File: config.mk
export PLATFORM = sky130hd
export DESIGN_NAME = alu_181_serial
export DESIGN_NICKNAME = d
export VERILOG_FILES = /design/src/rtl/alu_181_serial.sv
export SDC_FILE = /design/constraint.sdc
export NUM_CORES = 1
export LEC_CHECK = 0
export CAP_MARGIN = 40
export CORE_ASPECT_RATIO = 0.75
export CORE_MARGIN = 2
export CORE_UTILIZATION = 40
export CTS_CLUSTER_SIZE = 40
export DETAILED_ROUTE_END_ITERATION = 10
export GPL_TIMING_DRIVEN = 0
export HOLD_SLACK_MARGIN = 0.08
export PLACE_DENSITY = 0.61
export REMOVE_ABC_BUFFERS = 1
export SLEW_MARGIN = 20
export SYNTH_ARGS = -nofsm -noshare
export SYNTH_HDL_FRONTEND = slang
export SYNTH_SLANG_ARGS = --single-unit
File: constraint.sdc
create_clock -name clk -period 5.46 [get_ports clk]
set_clock_uncertainty 0.2 [all_clocks]
set_input_delay 0.819 -clock clk [delete_from_list [all_inputs] [get_ports clk]]
set_output_delay 0.819 -clock clk [all_outputs]
set_load 0.02 [all_outputs]
File: src/rtl/alu_181_serial.sv
// Bit-serial 74181-style ALU: applies the 32 74181 functions to WIDTH-bit operands,
// computing one SLICE_W-bit slice per clock (LSB first) with a registered inter-slice carry.
module alu_181_serial #(
  parameter int unsigned WIDTH   = 16,
  parameter int unsigned SLICE_W = 4
) (
  input  logic             clk,
  input  logic             rst,
  input  logic             in_valid_i,
  output logic             in_ready_o,
  input  logic [3:0]       S_selection_i,
  input  logic             mode_control_i,
  input  logic             carry_in_i,
  input  logic [WIDTH-1:0] A_i,
  input  logic [WIDTH-1:0] B_i,
  output logic             out_valid_o,
  input  logic             out_ready_i,
  output logic [WIDTH-1:0] F_o,
  output logic             carry_out_o,
  output logic             zero_o,
  output logic             a_eq_b_o
);

  localparam int unsigned N          = WIDTH / SLICE_W;
  localparam int unsigned CNT_W      = (N > 1) ? $clog2(N) : 1;
  localparam logic [CNT_W-1:0] LAST  = CNT_W'(N - 1);
  localparam logic [WIDTH-1:0] SLICE_MASK = WIDTH'({SLICE_W{1'b1}});

  typedef enum logic [1:0] {IDLE, BUSY, DONE} state_t;

  state_t             state_q, state_d;
  logic [3:0]         s_q, s_d;
  logic               m_q, m_d;
  logic [WIDTH-1:0]   a_q, a_d, b_q, b_d;
  logic               carry_q, carry_d;
  logic [CNT_W-1:0]   cnt_q, cnt_d;
  logic [WIDTH-1:0]   f_work_q, f_work_d;
  logic [WIDTH-1:0]   f_q, f_d;
  logic               cout_q, cout_d;
  logic               zero_q, zero_d;
  logic               aeqb_q, aeqb_d;
  logic               in_ready_q, in_ready_d;
  logic               out_valid_q, out_valid_d;

  int unsigned        base;
  logic [SLICE_W-1:0] a_sl, b_sl, x_sl, y_sl, sl_res;
  logic [SLICE_W:0]   sum;
  logic               sl_cout;
  logic [WIDTH-1:0]   f_ins;

  // Slice datapath, next-state and next-output logic
  always_comb begin
    state_d     = state_q;
    s_d         = s_q;
    m_d         = m_q;
    a_d         = a_q;
    b_d         = b_q;
    carry_d     = carry_q;
    cnt_d       = cnt_q;
    f_work_d    = f_work_q;
    f_d         = f_q;
    cout_d      = cout_q;
    zero_d      = zero_q;
    aeqb_d      = aeqb_q;

    base    = 32'(cnt_q) * SLICE_W;
    a_sl    = SLICE_W'(a_q >> base);
    b_sl    = SLICE_W'(b_q >> base);
    x_sl    = a_sl | (b_sl & {SLICE_W{s_q[0]}}) | (~b_sl & {SLICE_W{s_q[1]}});
    y_sl    = (a_sl & ~b_sl & {SLICE_W{s_q[2]}}) | (a_sl & b_sl & {SLICE_W{s_q[3]}});
    sum     = {1'b0, x_sl} + {1'b0, y_sl} + {{SLICE_W{1'b0}}, carry_q};
    sl_res  = m_q ? ~(x_sl ^ y_sl) : sum[SLICE_W-1:0];
    sl_cout = m_q ? 1'b0 : sum[SLICE_W];
    f_ins   = (f_work_q & ~(SLICE_MASK << base)) | (WIDTH'(sl_res) << base);

    case (state_q)
      IDLE: begin
        if (in_valid_i) begin
          s_d     = S_selection_i;
          m_d     = mode_control_i;
          a_d     = A_i;
          b_d     = B_i;
          carry_d = carry_in_i;
          cnt_d   = '0;
          state_d = BUSY;
        end
      end
      BUSY: begin
        f_work_d = f_ins;
        carry_d  = sl_cout;
        if (cnt_q == LAST) begin
          // Final slice: publish result; carry is reported, never wrapped
          f_d     = f_ins;
          cout_d  = sl_cout;
          zero_d  = (f_ins == '0);
          aeqb_d  = &f_ins;
          cnt_d   = '0;
          state_d = DONE;
        end else begin
          cnt_d = cnt_q + CNT_W'(1);
        end
      end
      DONE: begin
        if (out_ready_i) state_d = IDLE;
      end
      default: state_d = IDLE;
    endcase

    in_ready_d  = (state_d == IDLE);
    out_valid_d = (state_d == DONE);
  end

  always_ff @(posedge clk) begin
    if (rst) begin
      state_q     <= IDLE;
      s_q         <= '0;
      m_q         <= 1'b0;
      a_q         <= '0;
      b_q         <= '0;
      carry_q     <= 1'b0;
      cnt_q       <= '0;
      f_work_q    <= '0;
      f_q         <= '0;
      cout_q      <= 1'b0;
      zero_q      <= 1'b0;
      aeqb_q      <= 1'b0;
      in_ready_q  <= 1'b1;
      out_valid_q <= 1'b0;
    end else begin
      state_q     <= state_d;
      s_q         <= s_d;
      m_q         <= m_d;
      a_q         <= a_d;
      b_q         <= b_d;
      carry_q     <= carry_d;
      cnt_q       <= cnt_d;
      f_work_q    <= f_work_d;
      f_q         <= f_d;
      cout_q      <= cout_d;
      zero_q      <= zero_d;
      aeqb_q      <= aeqb_d;
      in_ready_q  <= in_ready_d;
      out_valid_q <= out_valid_d;
    end
  end

  assign in_ready_o  = in_ready_q;
  assign out_valid_o = out_valid_q;
  assign F_o         = f_q;
  assign carry_out_o = cout_q;
  assign zero_o      = zero_q;
  assign a_eq_b_o    = aeqb_q;

endmodule

======== Yosys cells after proc, flatten, opt, wreduce, memory -nomap -nowiden ========
Cells that the tools add are included.
cells by class
  add/subtract/negate cells ............... 3
  equality and inequality tests ........... 5
  shift-type cells ........................ 4
  multiplexer cells ....................... 11
  bitwise logic cells ..................... 15
  reduce and logical (&&, ||, !) cells .... 8
operators with widths
  cell                  count
  $shr 16x4->4          2
  $and 4x4->4           6
  $and 16x16->16        1
  $logic_not 16->1      1
  $not 16->16           1
  $or 16x16->16         1
  $reduce_and 16->1     1
  $shl 4x4->16          1
  $shl 4x4->16 const A  1
  $or 4x4->4            3
  $mux 2                5
  $not 4->4             2
  $eq 2x2->1 const B    3
  $pmux 2 s3            1
  $reduce_and 2->1      3
  $add 4x4->5           1
  $add 5x1->5           1
  $logic_not 2->1       2
  $mux 4                1
  $pmux 2 s2            1
  $xor 4x4->4           1
  $add 2x1->2 const B   1
  $eq 2x1->1 const B    1
  $mux 1                2
  3 further kinds       3
storage, ports and cells
  register bits after elaboration ......... 79
  input bits .............................. 42
  output and inout port bits .............. 21

======== Logic depth before layout (Yosys ltp) ========
Gate-level depths: netlist of run 1.
  word-level depth ........................ 11
  gate-level depth with buffers ........... 13

======== Worst setup path after synthesis of run 1 ========
OpenSTA, ideal clock, no wires.
  path type ............................... reg2reg
  start point ............................. reg cnt_q[0]
  end point ............................... reg aeqb_q (netlist: a_eq_b_o)
  setup time .............................. 69 ps
  data arrival time ....................... 3,499 ps
  required time ........................... 5,191 ps
  path slack .............................. 1,692 ps
  cell stages (with the launch flop) ...... 14
  period minus slack after synthesis ...... 3,768 ps
  cells stage by stage .................... dfxtp_1 buf_6 mux4_2 mux2i_1 nor2b_1 inv_1 fa_1 fa_1 nor2b_1 xnor2_2 nand3_1 or4_1 or4_1 o21ai_1
on the way
  word-level cells in the longest chain between the ends .. 11
  elaborated cells on any way between the ends .. 25
RTL lines
  item                                        RTL line  source
  start: declaration                          36        logic [CNT_W-1:0] cnt_q, cnt_d;
  start signal: assignment                    136       cnt_q <= cnt_d;
  $shr 16x4->4                                68        b_sl = SLICE_W'(b_q >> base);
  $not 4->4                                   69, 70
  $and 4x4->4 (2 in series)                   70        y_sl = (a_sl & ~b_sl & {SLICE_W{s_q[2]}}) | (a_sl & b_sl & {SLICE_W{s_q[3]}});
  $or 4x4->4                                  70
  $add 4x4->5 or $xor 4x4->4 (tied branches)  71, 72
  $add 5x1->5 or $not 4->4 (tied branches)    71, 72
  $mux 4                                      72        sl_res = m_q ? ~(x_sl ^ y_sl) : sum[SLICE_W-1:0];
  $shl 4x4->16                                74        f_ins = (f_work_q & ~(SLICE_MASK << base)) | (WIDTH'(sl_res) << base);
  $or 16x16->16                               74
  $reduce_and 16->1                           96        aeqb_d = &f_ins;
  end signal: assignment                      141       aeqb_q <= aeqb_d;
  end: declaration                            41        logic aeqb_q, aeqb_d;
Several ways; a longest one is shown, not always the timed one.
A chain may end at the register's enable or synchronous reset.

======== Worst setup path in the final report of run 1 ========
Ends and elaborated chain as after synthesis.

==> flow_metrics.tcl, run 1 <==
set metrics [dict create \
    hold_class "register to register" \
    hold_depth 2 \
    synth_edf_count 0 \
    rows 29 \
    post_cts_buffers 0 \
    grt-ovfl-total 0 \
    leakagePower_nw 1.61 \
    post-route-period-util_pct 87.8 \
    routed_via_density 5.15 \
    drtPass1Iterations 4 \
    regToRegEndpoint "a_eq_b_o" \
    grt_start_max_net_pins 58 \
    synthSimpleGateAreaFrac_pct 22.9 \
    hold_buffers 0 \
    clkPwrFrac_pct 42.7 \
    critPathKind "register to register" \
    synth.distinct_cells 43 \
    ant_nets 0 \
    p_int_w 0.00104 \
    cts_made_buffers 9 \
    p_comb_share_pct 14.3 \
    ff2ff_setup_slack_ns 0.66 \
    final_cell_mix "nand2_1, dfxtp_1, clkdlybuf4s50_1" \
    vdd_drop_max_mv 0.165 \
    fin_ws_ns 0.664 \
    grt_pass1_wl_um 13700 \
    path_cells "mux4_2, mux2i_1, nor2b_1, inv_1, fa_1, fa_1, mux2i_1, clkbuf_2, a21oi_1, or4_1, or4_1, o21ai_1" \
    powerDensity_nw_per_um2 306 \
    dominantRegCellSynth "dfxtp_1" \
    drtIter0Drc 124 \
    worstSetupEndpointType "register" \
    stdcell_area_um2 4550 \
    status "complete, no violations" \
    die_h_um 85.2 \
    stdcell_count 576 \
    tightest_slew_ns 0.683 \
    wl_per_cell_um 14.0 \
    start_util_pct 41.4 \
    hold_start "F_o[14]" \
    cts_max_path_buffers 2 \
    r2r_cells 12 \
    coreArea_um2 8490 \
    maxSlewViolCount 0 \
    synth.area.top_cells "dfxtp_1, nand2_1, a21oi_1, mux4_2, a211oi_1" \
    die_area_um2 9560 \
    seq_area_frac_synth_pct 43.3 \
    synthAdderAreaFrac_pct 3.99 \
    fmax_mhz 209 \
    ys_seq_elements 76 \
    grt_use_total_pct 17.4 \
    synth_top_area_cell "dfxtp_1" \
    htree_levels 3 \
    clk_latency_ns 0.33 \
    rsz0062_at_grt "no" \
    wl_um 8060 \
    yosys_warnings 0 \
    drc 0 \
    ioPinCount 63 \
    setup_viol 0 \
    dp_cells 559 \
    cts_sinks 76 \
    root_buffer "clkbuf_16" \
    synth_top_family_by_area "simple AND/OR/NAND/NOR gates" \
    slowest_stage "dfxtp_1" \
    holdPathEnd "F_o[14]" \
    pwr-share-seq_pct 43.0 \
    portBuffers 62 \
    ys_async_sr_fraction_pct 0 \
    hold_viol 0 \
    yosysTopAreaCellShare_pct 43.3 \
    areaGrowthSynthToFinish_pct 29.5 \
    via_count 2966 \
    postPlaceCellArea_um2 4240 \
    synthMuxAreaShare_pct 7.76 \
    pre_cts_slack_ns 0.550 \
    final_nets 515 \
    relSlewSlack_pct 54.3 \
    cp-start-kind "register" \
    p_switching_w 0.000356 \
    final_layout_size_suffix_gt1_share_pct 9.19 \
    worst_ep_required_time_ns 5.52 \
    antenna_found_initial 0 \
    synthCells 414 \
    r2r_start "cnt_q[0]" \
    synthXorXnorAreaFrac_pct 0.712 \
    dp_hpwl_um 5680 \
    tns_ns 0 \
    final_common_cell "nand2_1" \
    synth_compound_area_share_pct 16.6 \
    final.min_clock_period_ns 4.80 \
    cp_max_fo 9 \
    die_w_um 112 \
    drv_cap 0 \
    cts_tree "done" \
    post_cts_resized 0 \
    netlist_area_um2 3510 \
    switching_share_pct 25.6 \
    crit_arrival_ns 4.86 \
    slowest_delay_ns 0.72 \
    grt_pass1_vias 2792 \
    clk_pin_slew_worst_paths_ns 0.06 \
    antenna_cells 0 \
    postSynthAreaPerCell_um2 8.49 \
    place.gp.congestion 0.808 \
]
==> cells in the mapped netlist (2+ instances only) <==
| library cell | number |
|---|---|
| a211o_1 | 2 |
| buf_6 | 2 |
| nor2_1 | 32 |
| dfxtp_1 | 76 |
| nor2b_1 | 22 |
| a32oi_1 | 5 |
| a21oi_1 | 55 |
| mux4_2 | 8 |
| clkbuf_1 | 19 |
| inv_1 | 8 |
| a211oi_1 | 19 |
| a22oi_1 | 4 |
| buf_1 | 5 |
| or4_1 | 3 |
| fa_1 | 2 |
| and2_1 | 3 |
| o21ai_0 | 4 |
| o22ai_1 | 2 |
| mux2i_1 | 7 |
| nand2_1 | 92 |
| nand4_1 | 6 |
| ha_1 | 8 |
| buf_2 | 4 |
| nor3_1 | 4 |
| o21ai_1 | 2 |
| nand2b_1 | 3 |
==> final cells by class <==
type | instances | area (µm²)
clock inverter | 6 | 63.8
fill | 833 | 3940
sequential | 76 | 1520
clock buffer | 10 | 239
timing repair buffer | 68 | 723
inverter | 9 | 33.8
tap | 108 | 135
multi-input combinational | 299 | 1830
==> worst max path at each step <==
stage                  start  endpoint  slack, ns  depth (start not counted)
global placement    cnt_q[0]  a_eq_b_o       0.23                         11
global route        cnt_q[0]  a_eq_b_o       0.39                         12
finish              cnt_q[0]  a_eq_b_o       0.66                         12
floorplan           cnt_q[0]  a_eq_b_o        1.0                         11
detailed placement  cnt_q[0]  a_eq_b_o       0.55                         11
CTS                 cnt_q[0]  a_eq_b_o       0.53                         11
==> power groups by stage <==
stage	combinational, W	clock, W	sequential [W]
after floorplan	0.000116	0	0.000608
after global placement	0.000187	0	0.000613
after detailed placement	0.000198	0	0.000611
after CTS	0.000199	0.000608	0.000599
after global routing	0.000221	0.000633	0.000602
final	0.000199	0.000594	0.000598
==> metal layers <==
metal | wire, µm | share of wire, % | GRT usage [%] | vias up
met3 | 385 | 4.8 | 3.50 | 9
met2 | 3380 | 42 | 25.6 | 62
met5 | 0 | 0 | 0 | -
li1 | - | - | - | 1524
met1 | 4190 | 52 | 26.0 | 1371
met4 | 99 | 1.2 | 4.99 | 0
==> critical path: cells and delay by family, from the launching register on <==
family	cells	cell delay, ns
adders and majority gates	2	0.84
and+or+nand+nor	3	1.16
AOI/OAI and AO/OA	2	0.25
muxes	3	1.21
buffers and inverters	2	0.34
DFF	1	0.72
==> logic make-up after synthesis <==
family | count (synthesis)
simple gates | 174
compound gates | 97
flops | 76
buf+inv | 39
mux | 16
fa+ha+maj | 10
xor+xnor | 2
==> metrics by stage <==
step | utilization [%] | hold slack (ns) | power (W)
2_1_floorplan | - | 0.227 | 0.000724
3_3_place_gp | 48.7 | 0.239 | 0.000799
3_5_place_dp | 49.9 | 0.245 | 0.000809
4_1_cts | 53.5 | 0.252 | 0.00141
5_1_grt | 53.6 | 0.268 | 0.00146
6_report | 53.6 | 0.248 | 0.00139
==> state kept, by name, indices dropped and copies added (netlist names), 2 cells and up <==
register,cells
cnt_q,2
a_q,16
s_q,4
state_q,2
f_work_q,13
F_o,16
b_q,16
Note: power is estimated with default switching activity, not from simulation.
==> inputs of run 2 (changes only) <==
--- a/config.mk
+++ b/config.mk
@@ -5,6 +5,7 @@
 export SDC_FILE = /design/constraint.sdc
 export NUM_CORES = 1
 export LEC_CHECK = 0
+export ABC_CLOCK_PERIOD_IN_PS = 5460
 export CAP_MARGIN = 40
 export CORE_ASPECT_RATIO = 0.75
 export CORE_MARGIN = 2
==> results of run 2 <==
Final layout, timing and power as in run 1 (identical DEF).
==> inputs of run 3 (changes only) <==
--- a/config.mk
+++ b/config.mk
@@ -9,12 +9,13 @@
 export CAP_MARGIN = 40
 export CORE_ASPECT_RATIO = 0.75
 export CORE_MARGIN = 2
-export CORE_UTILIZATION = 40
+export CORE_UTILIZATION = 28
 export CTS_CLUSTER_SIZE = 40
 export DETAILED_ROUTE_END_ITERATION = 10
 export GPL_TIMING_DRIVEN = 0
 export HOLD_SLACK_MARGIN = 0.08
-export PLACE_DENSITY = 0.61
+export PLACE_DENSITY = 0.45
+export RECOVER_POWER = 25
 export REMOVE_ABC_BUFFERS = 1
 export SLEW_MARGIN = 20
 export SYNTH_ARGS = -nofsm -noshare
==> run 3 against run 2 <==
Compared with the run above: utilization decreased by 16 points; maximum frequency increased by 4.5%; clock-buffer cell count increased by 2; sequential power about the same; via count decreased by 0.64%; design area increased by 2.0%; highest routed layer unchanged; total power increased by 5.3%; combinational power about the same; largest cell class unchanged; sequential cell count unchanged.
==> flow_metrics.tcl, run 3 (synthesis results as in run 1) <==
set metrics [dict create \
    grt_start_max_net_pins 60 \
    cts_tree "done" \
    hold_class "register to register" \
    grt_use_total_pct 14.1 \
    cts_max_path_buffers 2 \
    final.min_clock_period_ns 4.59 \
    antenna_cells 0 \
    dp_hpwl_um 6280 \
    start_util_pct 28.7 \
    cp-start-kind "register" \
    ant_nets 0 \
    die_h_um 101 \
    root_buffer "clkbuf_16" \
    drtPass1Iterations 4 \
    clk_pin_slew_worst_paths_ns 0.06 \
    tightest_slew_ns 1.23 \
    place.gp.congestion 0.774 \
    ioPinCount 63 \
    tns_ns 0 \
    leakagePower_nw 1.63 \
    final_cell_mix "nand2_1, dfxtp_1, clkdlybuf4s50_1" \
    maxSlewViolCount 0 \
    fmax_mhz 218 \
    grt_pass1_wl_um 14900 \
    clk_latency_ns 0.33 \
    hold_buffers 0 \
    setup_viol 0 \
    grt-ovfl-total 0 \
    routed_via_density 4.65 \
    vdd_drop_max_mv 0.168 \
    crit_buf_inv 2 \
    cts_sinks 76 \
    wl_per_cell_um 13.9 \
    final_util_pct 37.8 \
    grt_pass1_vias 2932 \
    worst_ep_required_time_ns 5.53 \
    post-route-period-util_pct 84.1 \
    slowest_stage "dfxtp_1" \
    drtIter0Drc 123 \
    antenna_found_initial 0 \
    path_delay_family "multiplexers" \
    relSlewSlack_pct 17.7 \
    drc 0 \
    nFillCells 1291 \
    wl_um 8790 \
    hold_viol 0 \
    slowest_delay_ns 0.68 \
    cts_made_buffers 9 \
    critPathKind "register to register" \
    via_count 2947 \
    areaGrowthSynthToFinish_pct 32.1 \
    post_cts_resized 0 \
    drv_cap 0 \
    portBuffers 62 \
    crit_arrival_ns 4.66 \
    die_area_um2 13500 \
    final_common_cell "nand2_1" \
    powerDensity_nw_per_um2 316 \
    die_w_um 133 \
    path_cells "mux4_2, mux2i_1, nor2b_1, inv_1, fa_1, fa_1, mux2i_1, buf_2, nand3_1, or4_1, or4_1, o21ai_1" \
    post_cts_buffers 0 \
    worstSetupEndpointType "register" \
    rows 35 \
    htree_levels 3 \
    rsz0062_at_grt "no" \
    final_nets 515 \
    final_layout_size_suffix_gt1_share_pct 8.97 \
    coreArea_um2 12300 \
    cp_max_fo 9 \
    status "complete, no violations" \
]
## run 3: final cells by class
type	instances	area (µm²)	area share (%)
Sequential cell	76	1520	32.8
Clock inverter	4	70.1	1.51
Timing Repair Buffer	68	711	15.3
Tap cell	166	208	4.48
Clock buffer	12	267	5.74
Multi-Input combinational cell	299	1830	39.4
Inverter	9	33.8	0.728
## run 3: power by group
group | switching, W | internal, W | total (W)
logic | 0.000110 | 0.0000904 | 0.000201
clock network | 0.000230 | 0.000436 | 0.000666
registers | 0.0000181 | 0.000580 | 0.000598
## run 3: final timing paths
check / from / end / slack [ns] / cells after the start
setup / recovery: cnt_q[0] / a_eq_b_o / 0.87 / 12
hold / removal: b_q[12] / b_q[12] / 0.25 / 2
setup reg to reg: cnt_q[0] / a_eq_b_o / 0.87 / 12
hold reg to reg: b_q[12] / b_q[12] / 0.25 / 2
## run 3: worst min-delay path: stages (launching register included)
cell     delay [ns]
dfxtp_1        0.30
nand2_1        0.05
a21oi_1        0.05
## run 3: through the flow
stage | hold slack, ns | setup WS, ns | instance area, µm² | total power [W] | cells
floorplan | 0.227 | 0.997 | 3380 | 0.000724 | 384
finish | 0.252 | 0.868 | 4640 | 0.00147 | 634
CTS | 0.255 | 0.812 | 4640 | 0.00149 | 634
detailed placement | 0.248 | 0.837 | 4310 | 0.000815 | 618
global placement | 0.239 | 0.142 | 4210 | 0.000805 | 612
global route | 0.270 | 0.567 | 4640 | 0.00154 | 634
## run 3: per-layer routing
metal  global-route usage (%)  up-vias  part of all wire (%)
li1                         -     1524                     -
met4                     4.66        0                  0.94
met5                        0        -                     0
met2                     20.4       45                    41
met1                     20.1     1373                    54
met3                     4.02        5                   4.0
